==> src/rtl/mc_controller.sv <==
// Multi-cycle ARM-style instruction controller with a handshaked multiply/FPU unit.
// Outputs depend only on state and Instr; flag registers feed DECODE's condition check.
module mc_controller #(
    parameter int EX_TIMEOUT = 16,
    parameter int HAS_FPU    = 1
) (
    input  logic        clk,
    input  logic        reset,
    input  logic [31:0] Instr,
    input  logic [3:0]  ALUFlags,
    input  logic [3:0]  FPUFlags,
    input  logic        ExDone,
    output logic        PCWrite,
    output logic        AdrSrc,
    output logic        MemWrite,
    output logic        IRWrite,
    output logic        RegWrite,
    output logic        ALUSrcA,
    output logic        ExStart,
    output logic        ExTimeout,
    output logic        UndefInstr,
    output logic [1:0]  ResultSrc,
    output logic [1:0]  ALUSrcB,
    output logic [1:0]  ImmSrc,
    output logic [1:0]  RegSrc,
    output logic [1:0]  ALUControl,
    output logic [1:0]  ExControl
);

    typedef enum logic [3:0] {
        S_FETCH, S_DECODE, S_MEMADR, S_MEMRD, S_MEMWB, S_MEMWR,
        S_EXECR, S_EXECI, S_ALUWB, S_BRANCH, S_EXWAIT, S_EXWB
    } state_t;

    typedef struct packed {
        logic       pc_write;
        logic       adr_src;
        logic       mem_write;
        logic       ir_write;
        logic       reg_write;
        logic       alu_src_a;
        logic       ex_start;
        logic       ex_timeout;
        logic       undef_instr;
        logic [1:0] result_src;
        logic [1:0] alu_src_b;
        logic [1:0] imm_src;
        logic [1:0] reg_src;
        logic [1:0] alu_control;
        logic [1:0] ex_control;
    } ctrl_t;

    localparam logic [7:0] TO_LAST = 8'(EX_TIMEOUT - 1);

    state_t     state_q, state_d;
    logic [7:0] cnt_q, cnt_d;
    logic [3:0] alu_flags_q, alu_flags_d;
    logic [3:0] fpu_flags_q, fpu_flags_d;
    logic [3:0] fpu_lat_q, fpu_lat_d;
    logic       timeout_q, timeout_d;
    ctrl_t      ctrl;

    logic [3:0] cond;
    logic [1:0] op;
    logic [5:0] funct;
    logic       rd_is_pc, is_mul, is_cmp, cond_ex;
    logic [1:0] alu_op, ex_op;
    logic       unused_instr_bits;

    assign cond     = Instr[31:28];
    assign op       = Instr[27:26];
    assign funct    = Instr[25:20];
    assign rd_is_pc = (Instr[15:12] == 4'b1111);
    assign is_mul   = (op == 2'b00) && (funct[5:1] == 5'b00000) && (Instr[7:4] == 4'b1001);
    assign is_cmp   = (funct[4:1] == 4'b1010);
    assign ex_op    = is_mul ? 2'b11 : funct[2:1];
    assign unused_instr_bits = ^{Instr[19:16], Instr[11:8], Instr[3:0]};

    function automatic logic cond_check(input logic [3:0] c, input logic [3:0] f);
        logic n, z, cy, v;
        {n, z, cy, v} = f;
        case (c)
            4'h0:    return z;
            4'h1:    return !z;
            4'h2:    return cy;
            4'h3:    return !cy;
            4'h4:    return n;
            4'h5:    return !n;
            4'h6:    return v;
            4'h7:    return !v;
            4'h8:    return cy && !z;
            4'h9:    return !cy || z;
            4'hA:    return n == v;
            4'hB:    return n != v;
            4'hC:    return !z && (n == v);
            4'hD:    return z || (n != v);
            4'hE:    return 1'b1;
            default: return 1'b0;
        endcase
    endfunction

    assign cond_ex = cond_check(cond, (op == 2'b11) ? fpu_flags_q : alu_flags_q);

    always_comb begin
        case (funct[4:1])
            4'b0100: alu_op = 2'b00;
            4'b0010: alu_op = 2'b01;
            4'b0000: alu_op = 2'b10;
            4'b1100: alu_op = 2'b11;
            default: alu_op = 2'b00;
        endcase
    end

    always_comb begin
        ctrl        = '0;
        state_d     = state_q;
        cnt_d       = cnt_q;
        alu_flags_d = alu_flags_q;
        fpu_flags_d = fpu_flags_q;
        fpu_lat_d   = fpu_lat_q;
        timeout_d   = 1'b0;
        case (state_q)
            S_FETCH: begin
                ctrl.ir_write   = 1'b1;
                ctrl.pc_write   = 1'b1;
                ctrl.alu_src_a  = 1'b1;
                ctrl.alu_src_b  = 2'b10;
                ctrl.result_src = 2'b10;
                ctrl.ex_timeout = timeout_q;
                state_d         = S_DECODE;
            end
            S_DECODE: begin
                ctrl.alu_src_a  = 1'b1;
                ctrl.alu_src_b  = 2'b10;
                ctrl.result_src = 2'b10;
                cnt_d           = '0;
                state_d         = S_FETCH;
                if (op == 2'b11 && HAS_FPU == 0) begin
                    ctrl.undef_instr = 1'b1;
                end else if (cond_ex) begin
                    if (op == 2'b01) begin
                        state_d = S_MEMADR;
                    end else if (op == 2'b10) begin
                        state_d = S_BRANCH;
                    end else if (is_mul || op == 2'b11) begin
                        ctrl.ex_start   = 1'b1;
                        ctrl.ex_control = ex_op;
                        state_d         = S_EXWAIT;
                    end else begin
                        state_d = funct[5] ? S_EXECI : S_EXECR;
                    end
                end
            end
            S_MEMADR: begin
                ctrl.alu_src_b = 2'b01;
                state_d        = funct[0] ? S_MEMRD : S_MEMWR;
            end
            S_MEMRD: begin
                ctrl.adr_src = 1'b1;
                state_d      = S_MEMWB;
            end
            S_MEMWB: begin
                ctrl.reg_write  = 1'b1;
                ctrl.result_src = 2'b01;
                ctrl.pc_write   = rd_is_pc;
                state_d         = S_FETCH;
            end
            S_MEMWR: begin
                ctrl.adr_src   = 1'b1;
                ctrl.mem_write = 1'b1;
                state_d        = S_FETCH;
            end
            S_EXECR: begin
                ctrl.alu_control = alu_op;
                state_d          = S_ALUWB;
            end
            S_EXECI: begin
                ctrl.alu_src_b   = 2'b01;
                ctrl.alu_control = alu_op;
                state_d          = S_ALUWB;
            end
            S_ALUWB: begin
                ctrl.reg_write = !is_cmp;
                ctrl.pc_write  = !is_cmp && rd_is_pc;
                if (funct[0]) begin
                    alu_flags_d = ALUFlags;
                end
                state_d = S_FETCH;
            end
            S_BRANCH: begin
                ctrl.alu_src_b  = 2'b01;
                ctrl.imm_src    = 2'b10;
                ctrl.result_src = 2'b10;
                ctrl.pc_write   = 1'b1;
                state_d         = S_FETCH;
            end
            S_EXWAIT: begin
                ctrl.ex_control = ex_op;
                cnt_d           = cnt_q + 8'd1;
                // ExDone has priority over a timeout landing on the same cycle
                if (ExDone) begin
                    fpu_lat_d = FPUFlags;
                    state_d   = S_EXWB;
                end else if (cnt_q == TO_LAST) begin
                    timeout_d = 1'b1;
                    state_d   = S_FETCH;
                end
            end
            S_EXWB: begin
                ctrl.reg_write  = 1'b1;
                ctrl.result_src = 2'b11;
                if (funct[0]) begin
                    fpu_flags_d = fpu_lat_q;
                end
                state_d = S_FETCH;
            end
            default: state_d = S_FETCH;
        endcase
    end

    // Every strobe, FETCH ones included, is held low while reset is asserted
    assign {PCWrite, AdrSrc, MemWrite, IRWrite, RegWrite, ALUSrcA, ExStart, ExTimeout,
            UndefInstr, ResultSrc, ALUSrcB, ImmSrc, RegSrc, ALUControl, ExControl}
           = reset ? ctrl : '0;

    always_ff @(posedge clk) begin
        if (!reset) begin
            state_q     <= S_FETCH;
            cnt_q       <= '0;
            alu_flags_q <= '0;
            fpu_flags_q <= '0;
            fpu_lat_q   <= '0;
            timeout_q   <= 1'b0;
        end else begin
            state_q     <= state_d;
            cnt_q       <= cnt_d;
            alu_flags_q <= alu_flags_d;
            fpu_flags_q <= fpu_flags_d;
            fpu_lat_q   <= fpu_lat_d;
            timeout_q   <= timeout_d;
        end
    end

endmodule

==> config.mk <==
export PLATFORM = sky130hd
export DESIGN_NAME = mc_controller
export DESIGN_NICKNAME = d
export VERILOG_FILES = /design/src/rtl/mc_controller.sv
export SDC_FILE = /design/constraint.sdc
export NUM_CORES = 1
export LEC_CHECK = 0
export BUFFER_PORTS_ARGS = -buffer_cell sky130_fd_sc_hd__buf_4
export CORE_ASPECT_RATIO = 0.5
export CORE_MARGIN = 4
export CORE_UTILIZATION = 50
export CTS_CLUSTER_DIAMETER = 150
export CTS_CLUSTER_SIZE = 12
export DETAILED_ROUTE_END_ITERATION = 8
export PLACE_DENSITY = 0.8
export SYNTH_ARGS = -nofsm -noshare
export SYNTH_HDL_FRONTEND = slang
export SYNTH_SLANG_ARGS = --single-unit
==> constraint.sdc <==
create_clock -name clk -period 2.65 [get_ports clk]
set_clock_uncertainty 0.05 [all_clocks]
set_input_delay 0.265 -clock clk [delete_from_list [all_inputs] [get_ports clk]]
set_output_delay 0.265 -clock clk [all_outputs]
set_load 0.05 [all_outputs]
Yosys cells after proc, flatten, opt, wreduce, memory -nomap -nowiden
Cells that the tools add are included.
{"block": "totals", "ff_bits": 25, "input_bits": 43, "elab_cells": 113}
{"block": "classes", "addsub": 1, "eq_ne": 37, "muxes": 37, "bitwise_logic": 2, "n_reduce_logical": 30}
{"cell": "$eq 4x4->1 const B", "count": 15}
{"cell": "$eq 4x3->1 const B", "count": 8}
{"cell": "$mux 4", "count": 7}
{"cell": "$pmux 4 s6", "count": 1}
{"cell": "$mux 21", "count": 1}
{"cell": "$eq 4x2->1 const B", "count": 5}
{"cell": "$pmux 8 s2", "count": 1}
{"cell": "$pmux 1 s15", "count": 1}
{"cell": "$mux 2", "count": 7}
{"cell": "$logic_not 4->1", "count": 3}
{"cell": "$mux 1", "count": 12}
{"cell": "$pmux 2 s3", "count": 2}
{"cell": "$reduce_or 2->1", "count": 5}
{"cell": "$reduce_or 3->1", "count": 3}
{"cell": "$add 8x1->8 const B", "count": 1}
{"cell": "$eq 4x1->1 const B", "count": 2}
{"cell": "$eq 8x4->1 const B", "count": 1}
{"cell": "$pmux 2 s2", "count": 2}
{"cell": "$reduce_and 2->1", "count": 3}
{"cell": "$logic_and 1x1->1", "count": 5}
{"cell": "$logic_not 1->1", "count": 5}
{"cell": "$logic_not 5->1", "count": 1}
{"cell": "$eq 2x2->1 const B", "count": 2}
{"cell": "$logic_or 1x1->1", "count": 3}
{"cell": "10 further kinds", "count": 11}

Depth between registers and ports, before layout
{"block": "logic_depth", "word_depth": 10, "mapped_depth": 8, "depth_no_buf": 7}

Worst setup path after synthesis
No wires, ideal clock.
{"block": "synth_path", "path_kind": "register to output", "startpoint": "reg state_q[3]", "endpoint": "out PCWrite", "arrival_ns": 3.440, "required_time_ns": 2.335, "path_slack_ns": -1.105, "stages_incl_launch_ff": 4, "cell_sequence": "dfxtp_1 > clkbuf_1 > mux2_2 > a2111oi_0"}
{"block": "synth_between", "elab_chain_cells": 4}
{"item": "start, declared", "line": "55", "rtl": "state_t state_q, state_d;"}
{"item": "start signal, assigned", "line": "235", "rtl": "state_q <= state_d;"}
{"item": "$eq 4x4->1 / $logic_not 4->1 (equally long branches)", "line": "122", "rtl": "case (state_q)"}
{"item": "$reduce_or 2->1 (no source line)"}
{"item": "$pmux 1 s3 (*)", "line": "122"}
{"item": "$mux 21 (*)", "line": "224", "rtl": "= reset ? ctrl : '0;"}
{"item": "end, declared", "line": "13", "rtl": "output logic PCWrite,"}
Mark *: on every way between the ends. The rest lies on a longest branch, timed or not.

Final worst setup path
{"block": "layout_path", "startpoint": "reg alu_flags_q[0]", "endpoint": "out ExControl[1]"}
{"block": "layout_between", "elab_chain_cells": 7}
{"item": "start, declared", "line": "57", "rtl": "logic [3:0] alu_flags_q, alu_flags_d;"}
{"item": "start signal, assigned", "line": "237", "rtl": "alu_flags_q <= alu_flags_d;"}
{"item": "$mux 4 (*)", "line": "102", "rtl": "assign cond_ex = cond_check(cond, (op == 2'b11) ? fpu_flags_q : alu_flags_q);"}
{"item": "$ne 1x1->1 / $eq 1x1->1 (equally long branches)"}
{"item": "$logic_or 1x1->1 / $logic_and 1x1->1 (equally long branches)", "line": "96, 95"}
{"item": "$pmux 1 s15 (*)", "line": "82", "rtl": "case (c)"}
{"item": "$mux 2 (*)", "line": "140", "rtl": "end else if (cond_ex) begin"}
{"item": "$pmux 2 s2 (*)", "line": "122"}
{"item": "$mux 21 (*)", "line": "224"}
{"item": "end, declared", "line": "27", "rtl": "output logic [1:0] ExControl"}
Marked as above.

==> key figures <==
GRT
  – Total track usage: 0.205
  – Vias in the first global route: 1853
  – Total gr overflow: 0
  – Initial antenna violation count: 0
  – Largest net degree at the start of global routing: 36
  – First-pass GRT wire length: 8010 µm

Die
  – Core Region: 3510 µm²
  – I/O pins: 64
  – Die area: 4820 µm²
  – Die X: 94.2 µm
  – Die Y-Extent: 51.1 µm
  – Floorplan row count: 15
  – Initial Utilization: 0.530

Power
  – Pwr/cell area: 408 nW/µm²
  – Peak supply drop: 0.244 mV
  – Total power: 0.000945 W
  – Leakage: 0.976 nW

Layout
  – FF/Latch Area: 500 µm²
  – Final Instance Area: 2320 µm²
  – Share of layout cells above drive strength 1: 0.233
  – Area Overhead vs Synth: 24.6%
  – Final net count: 333
  – Fill cells: 316
  – # diodes: 0
  – Multi-input logic area: 1310 µm²

Critical path
  – Worst reg2reg endpoint: cnt_q[2]$_SDFFE_PN0N_
  – Setup crit end kind: output pin
  – Worst Path Max Fanout: 4
  – Crit path DAT: 2.19 ns
  – Slowest CP cell: a311o_1
  – R2R depth: 6
  – Critical Path RT: 2.34 ns
  – Cell family with most CP delay: compound AO/OA/AOI/OAI gates
  – Buffer and inverter count on the worst path: 1
  – Worst Setup Start Kind: register
  – Worst path max stage delay: 0.42 ns
  – R2R Setup Slk: 0.42 ns
  – Kind of critical path: reg2out
  – Crit-path cells: xnor2_1 > mux2i_2 > o22ai_1 > a311o_1 > o31ai_4 > a21oi_1 > buf_4
  – Worst reg2reg path startpoint: state_q[3]$_SDFFE_PN0P_

Clock tree
  – Hold_buf cts: 0
  – Clock-pin slew of the registers on the worst-case setup and hold paths: 0.09 ns
  – Clk root buf: clkbuf_8
  – Clk Latency, worst-skew pair: 0.27 ns
  – Cts bufs inserted: 3
  – # H-tree levels: 1
  – CTS tree: built
  – # resized after CTS: 0
  – Setup repair bufs after CTS: 0
  – Clock Path Buffers: 2
  – # clock sinks: 25

Timing
  – Worst-margin pin slew: 0.550 ns
  – Final hold violations: 0
  – RSZ-0062 raised after global routing: no
  – Final min period: 2.51 ns
  – Count of final setup violators: 0
  – Relative slew slack: 0.632
  – Final worst-path cycle share: 0.946
  – Fin. max-slew vios: 0
  – Max Clk Rate: 399 MHz

Logic synthesis
  – Yosys warns: 0
  – Share of the synthesized area in the top cell type: 0.269
  – Largest cells by area after synthesis: dfxtp_1 27%, nor2b_1 7.4%, mux2i_1 7.0%, nand2_1 6.3%, nor2_1 4.4%
  – Cells after Synth: 248
  – Sequential cell area fraction in the yosys report: 0.269
  – Seq cells post-synth: 25
  – Post-synth top flop: dfxtp_1
  – Top cells by count, synth: 31 x nand2_1, 25 x dfxtp_1, 22 x nor2_1, 22 x nor2b_1, 15 x nand3_1
  – Post-synth EDFFs: 0
  – Mapped cell area: 1860 µm²
  – Unique masters post-synth: 52
  – Most common cell in the synthesized netlist: nand2_1
  – Async set or reset register ratio after synthesis: 0
  – Leading area contributor after synthesis: dfxtp_1
  – Syn Area/Cell: 7.50 µm²

Place
  – Number of I/O port buffers: 47
  – Placed Instance Area: 2250 µm²
  – DP HPWL: 3780 µm
  – GP Congestion: 0.867

Hold path
  – Hold depth: 3
  – Hold Crit Class: in2reg
  – Hold_sp: ALUFlags[0]
  – Hold EP: alu_flags_q[0]$_SDFFE_PN0P_

Detailed routing
  – Drt total wl: 4850 µm
  – Vias: 1936
  – DRT Pass-1 Iters: 4
  – Vias per cell: 5.71
  – Starting DRC count in detailed routing: 65
  – Residual DRC: 0
  – Per-cell routed wire length: 14.3 µm
  – ANT nets after route: 0

Run
  – Max Cap Viol: 0

Run status
  – Status: completed
==> metrics by stage <==
step                       util  cells  setup WS [ns]  TNS (ns)  hold slack [ns]
after global routing      0.660    339         0.0300         0            0.206
final                     0.660    339          0.143         0            0.201
after floorplan               -    251         -0.447    -0.447            0.358
after global placement    0.641    335          0.286         0            0.408
after detailed placement  0.641    335          0.247         0            0.408
after CTS                 0.655    339          0.104         0            0.201
==> cells in the final DEF, fill, tap and decap left out, types with 2 or more instances in the layout <==
| cell type | netlist | routed |
|---|---|---|
| buf_4 | 5 | 51 |
| nand2_1 | 31 | 31 |
| dfxtp_1 | 25 | 25 |
| nor2b_1 | 22 | 22 |
| nor2_1 | 22 | 22 |
| nand3_1 | 15 | 15 |
| mux2i_1 | 13 | 12 |
| a21oi_1 | 10 | 10 |
| o21ai_0 | 8 | 8 |
| and2_1 | 7 | 7 |
| nor3_1 | 6 | 6 |
| and3_1 | 5 | 5 |
| a21boi_0 | 5 | 5 |
| nand2b_1 | 4 | 4 |
| nand4_1 | 4 | 4 |
| conb_1 | 1 | 4 |
| xnor2_1 | 3 | 3 |
| nor4_1 | 4 | 3 |
| inv_1 | 3 | 3 |
| clkbuf_8 | 0 | 3 |
| nor4b_1 | 3 | 2 |
| nand3b_1 | 2 | 2 |
| a211oi_2 | 0 | 2 |
| o22ai_1 | 2 | 2 |
| a22oi_1 | 2 | 2 |
| a31oi_1 | 2 | 2 |
==> area by class of cell <==
| class | count | area share |
|---|---|---|
| clock buffer | 3 | 0.0178 |
| clock inverter | 1 | 0.00324 |
| inverter | 3 | 0.00486 |
| multi-input combinational | 205 | 0.565 |
| sequential | 25 | 0.216 |
| tap | 51 | 0.0275 |
| timing repair buffer | 51 | 0.165 |
==> metal layers <==
metal	up-vias	part of all wire	wire, µm	track usage
met5	-	0	0	0
li1	961	-	-	-
met1	900	0.44	2110	0.247
met3	9	0.062	300	0.0426
met4	0	0.011	53	0.0336
met2	66	0.49	2380	0.383
==> logic make-up after synthesis <==
group / synth area share
simple gates: 0.386
buf+inv: 0.0525
xor+xnor: 0.0141
flops: 0.269
fa+ha+maj: 0.00673
other cells: 0.00202
compound gates: 0.186
mux: 0.0841
==> state kept, by name (all words and copies together), names as in the netlist <==
| signal | flops |
|---|---|
| cnt_q | 8 |
| alu_flags_q | 4 |
| fpu_flags_q | 4 |
| fpu_lat_q | 4 |
| state_q | 4 |
| timeout_q | 1 |
==> power by group <==
part,total [W],switching [W],internal (W)
Sequential,0.000402,0.0000194,0.000382
Clock,0.000230,0.000123,0.000107
Combinational,0.000313,0.000196,0.000117
Total,0.000945,0.000339,0.000606
==> tightest hold or removal path, cell delays in order <==
cell and delay [ns]:
buf_4 0.07, mux2i_1 0.05, nor2b_1 0.10
==> worst max-delay path by stage <==
| stage | end | depth (start not counted) | start |
|---|---|---|---|
| after floorplan | PCWrite | 3 | state_q[3]$_SDFFE_PN0P_ |
| after global placement | ExControl[0] | 8 | Instr[26] |
| after detailed placement | ExControl[0] | 8 | Instr[26] |
| after CTS | ExControl[1] | 7 | fpu_flags_q[0]$_SDFFE_PN0P_ |
| after global routing | ExControl[0] | 7 | fpu_flags_q[3]$_SDFFE_PN0P_ |
| final | ExControl[1] | 7 | alu_flags_q[0]$_SDFFE_PN0P_ |
(Power assumes the default switching activity.)
